===== src/rtl/fare_pkg.sv =====
// Shared definitions for the taxi-meter fare controller: controller state
// encoding and the saturated BCD fare value.
package fare_pkg;

  typedef enum logic [1:0] {
    IDLE = 2'd0,
    LOAD = 2'd1,
    RUN  = 2'd2,
    HOLD = 2'd3
  } state_t;

  localparam logic [15:0] FARE_MAX = 16'h9999;

endpackage


===== src/rtl/bcd_adder_4.sv =====
// Four-digit packed-BCD adder with carry-in and carry-out; purely combinational.
module bcd_adder_4 (
  input  logic [15:0] a,
  input  logic [15:0] b,
  input  logic        c_in,
  output logic [15:0] sum,
  output logic        c_out
);

  logic [4:0] digit;
  logic       carry;

  // NOTE: combinational blocks use blocking '=' and assign every output a
  // default first, so the loop reads this-iteration values and no latch forms.
  always_comb begin
    carry = c_in;
    sum   = '0;
    digit = '0;
    for (int i = 0; i < 4; i++) begin
      digit = {1'b0, a[4*i +: 4]} + {1'b0, b[4*i +: 4]} + {4'b0, carry};
      if (digit > 5'd9) begin
        digit = digit + 5'd6;
        carry = 1'b1;
      end else begin
        carry = 1'b0;
      end
      sum[4*i +: 4] = digit[3:0];
    end
    c_out = carry;
  end

endmodule


===== src/rtl/fare_accum_ctrl.sv =====
// Taxi-meter fare sequencer: arbitrates distance and waiting ticks onto one
// shared BCD adder. Optional night tariff is enabled with macro NIGHT_RATE_EN.
module fare_accum_ctrl
  import fare_pkg::*;
#(
  parameter logic [15:0] BASE_FARE     = 16'h0800,
  parameter logic [15:0] KM_RATE       = 16'h0200,
  parameter logic [15:0] WAIT_RATE     = 16'h0050,
  parameter logic [3:0]  FREE_KM       = 4'd3
`ifdef NIGHT_RATE_EN
  ,
  parameter logic [15:0] NIGHT_KM_RATE = 16'h0300
`endif
) (
  input  logic        clk,
  input  logic        rst_n,
  input  logic        start,
  input  logic        stop,
  input  logic        dist_tick,
  input  logic        wait_tick,
`ifdef NIGHT_RATE_EN
  input  logic        night,
`endif
  output logic [15:0] fare,
  output logic        running,
  output logic        sat,
  output logic        overrun
);

  state_t      state;
  logic [3:0]  km_cnt;
  logic        dist_pend;
  logic        wait_pend;

  logic        dist_grant;
  logic        wait_grant;
  logic        do_add;
  logic        tick_lost;
  logic [15:0] km_op;
  logic [15:0] add_b;
  logic [15:0] sum;
  logic        c_out;

  always_comb begin
`ifdef NIGHT_RATE_EN
    km_op = night ? NIGHT_KM_RATE : KM_RATE;
`else
    km_op = KM_RATE;
`endif
    dist_grant = (state == RUN) && dist_pend;
    wait_grant = (state == RUN) && wait_pend && !dist_pend;
    add_b      = dist_grant ? km_op : WAIT_RATE;
    // Free kilometres consume the request without touching the fare.
    do_add     = !sat && ((dist_grant && (km_cnt >= FREE_KM)) || wait_grant);
    tick_lost  = (dist_tick && dist_pend && !dist_grant) ||
                 (wait_tick && wait_pend && !wait_grant);
  end

  bcd_adder_4 u_adder (
    .a     (fare),
    .b     (add_b),
    .c_in  (1'b0),
    .sum   (sum),
    .c_out (c_out)
  );

  // NOTE: sequential state uses non-blocking '<=' so every register samples
  // pre-edge values, independent of statement order.
  always_ff @(posedge clk or negedge rst_n) begin
    if (!rst_n) begin
      state     <= IDLE;
      fare      <= '0;
      running   <= 1'b0;
      sat       <= 1'b0;
      overrun   <= 1'b0;
      km_cnt    <= '0;
      dist_pend <= 1'b0;
      wait_pend <= 1'b0;
    end else begin
      running <= (state == LOAD) || (state == RUN);
      unique case (state)
        IDLE: if (start) state <= LOAD;
        LOAD: begin
          fare      <= BASE_FARE;
          km_cnt    <= '0;
          dist_pend <= 1'b0;
          wait_pend <= 1'b0;
          sat       <= 1'b0;
          overrun   <= 1'b0;
          state     <= RUN;
        end
        RUN: begin
          if (dist_grant && (km_cnt != 4'hF)) km_cnt <= km_cnt + 4'd1;
          if (do_add) begin
            if (c_out) begin
              fare <= FARE_MAX;
              sat  <= 1'b1;
            end else begin
              fare <= sum;
            end
          end
          if (stop) begin
            // Ticks in the stop cycle and anything still pending are discarded.
            dist_pend <= 1'b0;
            wait_pend <= 1'b0;
            state     <= HOLD;
          end else begin
            dist_pend <= dist_tick || (dist_pend && !dist_grant);
            wait_pend <= wait_tick || (wait_pend && !wait_grant);
            if (tick_lost) overrun <= 1'b1;
          end
        end
        HOLD: if (start) state <= LOAD;
        default: state <= IDLE;
      endcase
    end
  end

endmodule


===== config.mk =====
export PLATFORM = sky130hd
export DESIGN_NAME = fare_accum_ctrl
export DESIGN_NICKNAME = d
export VERILOG_FILES = /design/src/rtl/fare_pkg.sv /design/src/rtl/bcd_adder_4.sv /design/src/rtl/fare_accum_ctrl.sv
export SDC_FILE = /design/constraint.sdc
export NUM_CORES = 1
export LEC_CHECK = 0
export ABC_AREA = 1
export CAP_MARGIN = 20
export CELL_PAD_IN_SITES_DETAIL_PLACEMENT = 0
export CELL_PAD_IN_SITES_GLOBAL_PLACEMENT = 1
export CORE_MARGIN = 3
export CORE_UTILIZATION = 45
export DETAILED_ROUTE_END_ITERATION = 8
export PLACE_DENSITY = 0.88
export SYNTH_ARGS = -nofsm -noshare
export SYNTH_HDL_FRONTEND = slang
export SYNTH_HIERARCHICAL = 1
export SYNTH_SLANG_ARGS = --single-unit
export TNS_END_PERCENT = 20

===== constraint.sdc =====
create_clock -name clk -period 11.1 [get_ports clk]
set_input_delay 2.22 -clock clk [delete_from_list [all_inputs] [get_ports clk]]
set_output_delay 2.22 -clock clk [all_outputs]
set_load 0.01 [all_outputs]

==> reports/metrics.yaml <==
place:
  port_buffers: 24
  dp_cells: 483
  placed_area_sq_um: 2970
  hpwl_mm: 4.41
  gp_congestion: 0.812
grt:
  grt_max_degree: 28
  grt_first_pass_wirelength_mm: 9.60
  antenna_found_initial: 0
  grt_pass1_vias: 2210
  grtUsageTotal_pct: 18.0
  grt-ovfl-total: 0
routing:
  vias: 2304
  ant_nets: 0
  via_per_inst: 4.73
  drtPass1Iterations: 4
  drtIter0Drc: 75
  wl_per_cell_um: 11.3
  wirelength_mm: 5.48
  remaining_drc_errors: 0
clocking:
  ctsRootBufferMaster: "clkbuf_8"
  cts_buffers: 3
  cts.clk_slew.worst_paths_ns: 0.09
  post_cts_buffers: 0
  insertion_delay_ns: 0.27
  htreeDepth: 1
  postCtsResizedCells: 0
  cts_tree: "yes"
  hold_buffers: 0
  clk_path_buf_depth: 2
  cts_sinks: 27
layout:
  final_nets: 454
  final_area_sq_um: 3020
  final_cells: 487
  antenna_cells: 0
  final_layout_size_suffix_gt1_share_pct: 9.40
  area_delta_synth_final_pct: 16.1
sta:
  period_minus_slack_ns: 7.15
  grt_setup_unrepaired: "no"
  fin_skew_ns: 0.00140
  setup_viol: 0
  fin_crit_sh_pct: 64.4
  holdWs_ns: 0.503
  fmax_mhz: 140
  tns_ns: 0
  slew_violations: 0
  finalHoldViolations: 0
worst_setup_path:
  cpPeakStageDelay_ns: 0.53
  end_kind: "flip-flop"
  crit_arrival_ns: 7.37
  r2r_slack_ns: 3.95
  path_class: "reg -> reg"
  cp-start-kind: "flip-flop"
  slowest_stage: "fa_1"
  cp_max_fo: 13
  cp.required_ns: 11.31
status:
  outcome: "finished, final reports clean"
synth:
  ys_ff_latch: 27
  synth_area_sq_um: 2600
  synthCells: 374
  ys_warn_count: 6
  avgSynthCellArea_sq_um: 6.95
  ys_seq_area_share_pct: 26.0
  synthDistinctLibCells: 27
floorplan:
  rows: 27
  dieArea_sq_um: 6720
  pin_count: 25
  start_util_pct: 46.9
  die_h_um: 82.0
  core_area_sq_um: 5540
  die_w_um: 82.0
min_path:
  hold_path.class: "reg -> reg"
run:
  drv_cap: 0
## state kept, by name, summed over array words and instances, names as in the netlist
signal / flops
state: 2
sat: 1
overrun: 1
fare: 16
km_cnt: 4
dist_pend: 1
wait_pend: 1
running: 1
## final cells by class
class	count	area, sq um
Fill cell	561	2520
Multi-Input combinational cell	293	1710
Sequential cell	27	676
Timing Repair Buffer	25	248
Inverter	66	248
Tap cell	72	90.1
Clock buffer	4	45.0
## logic make-up after synthesis
group	synth area share, %
xor gates and xnor gates	0.337
DFF	26.0
AOI/OAI and AO/OA	5.83
adders and majority gates	17.7
and+or+nand+nor	39.5
other	0.144
buffers and inverters	10.5
## cells in the final DEF, fill, tap and decap left out
master / Yosys / final
a22o_1: 1 / 1
clkbuf_1: 1 / 1
nand2_1: 112 / 112
nand3_1: 50 / 50
o21ai_0: 4 / 4
o21ai_1: 1 / 1
xor2_1: 1 / 1
nor2_1: 31 / 31
nand2_2: 10 / 10
inv_1: 60 / 60
nand3b_1: 3 / 3
nand3_4: 1 / 1
dfrtp_1: 27 / 27
nand4_1: 1 / 1
nand3_2: 4 / 4
inv_2: 6 / 6
clkbuf_8: 0 / 3
nand2_4: 8 / 8
ha_1: 24 / 24
clkdlybuf4s50_1: 0 / 24
fa_1: 8 / 8
a21oi_1: 6 / 6
buf_4: 0 / 1
a21oi_2: 6 / 6
conb_1: 1 / 17
o21bai_1: 3 / 3
o22ai_1: 2 / 2
## final timing paths
check / from / end / depth (start not counted)
min in group asynchronous: rst_n / fare[9] / 2
worst min register to register: overrun / overrun / 2
worst max-delay path: fare[1] / fare[6] / 47
worst max register to register: fare[1] / fare[6] / 47
worst min-delay path: overrun / overrun / 2
max in group asynchronous: rst_n / km_cnt[0] / 2
## worst max-delay path, delay by kind of cell (launching register included)
kind,cells,cell delay (ns)
DFF,1,0.45
and+or+nand+nor,19,1.57
buffers and inverters,15,1.32
adders and majority gates,11,3.59
AOI/OAI and AO/OA,2,0.17
## per-layer routing
layer  global-route usage (%)  part of all wire (%)  up-vias
li1                         -                     -     1229
met1                     24.5                    51     1050
met4                     3.82                  0.84        0
met2                     31.1                    47       20
met3                     1.54                   1.3        5
met5                        0                     0        -
## cell usage after synthesis (all sizes together)
| cell | count | share of area, % |
|---|---|---|
| clkbuf | 1 | 0.14 |
| buf | 3 | 0.77 |
| inv | 66 | 9.5 |
| a22o | 1 | 0.34 |
| nand3b | 3 | 0.87 |
| o21bai | 3 | 0.87 |
| a21oi | 12 | 3.2 |
| o21ai | 5 | 0.96 |
| ha | 24 | 12 |
| fa | 8 | 6.2 |
| conb | 1 | 0.14 |
| dfrtp | 27 | 26 |
| xor2 | 1 | 0.34 |
| nand4 | 1 | 0.24 |
| nor2 | 31 | 4.5 |
| o22ai | 2 | 0.48 |
| nand3 | 55 | 12 |
| nand2 | 130 | 22 |
## metrics by stage
step                util (%)  setup WS [ns]
detailed placement      53.6           3.97
global route            54.4           3.19
floorplan                  -           4.41
global placement        53.6           4.06
CTS                     54.4           3.91
finish                  54.4           3.95
Power is not shown: default switching activity piles up to over one toggle a cycle in this logic, so the estimate is an artifact.
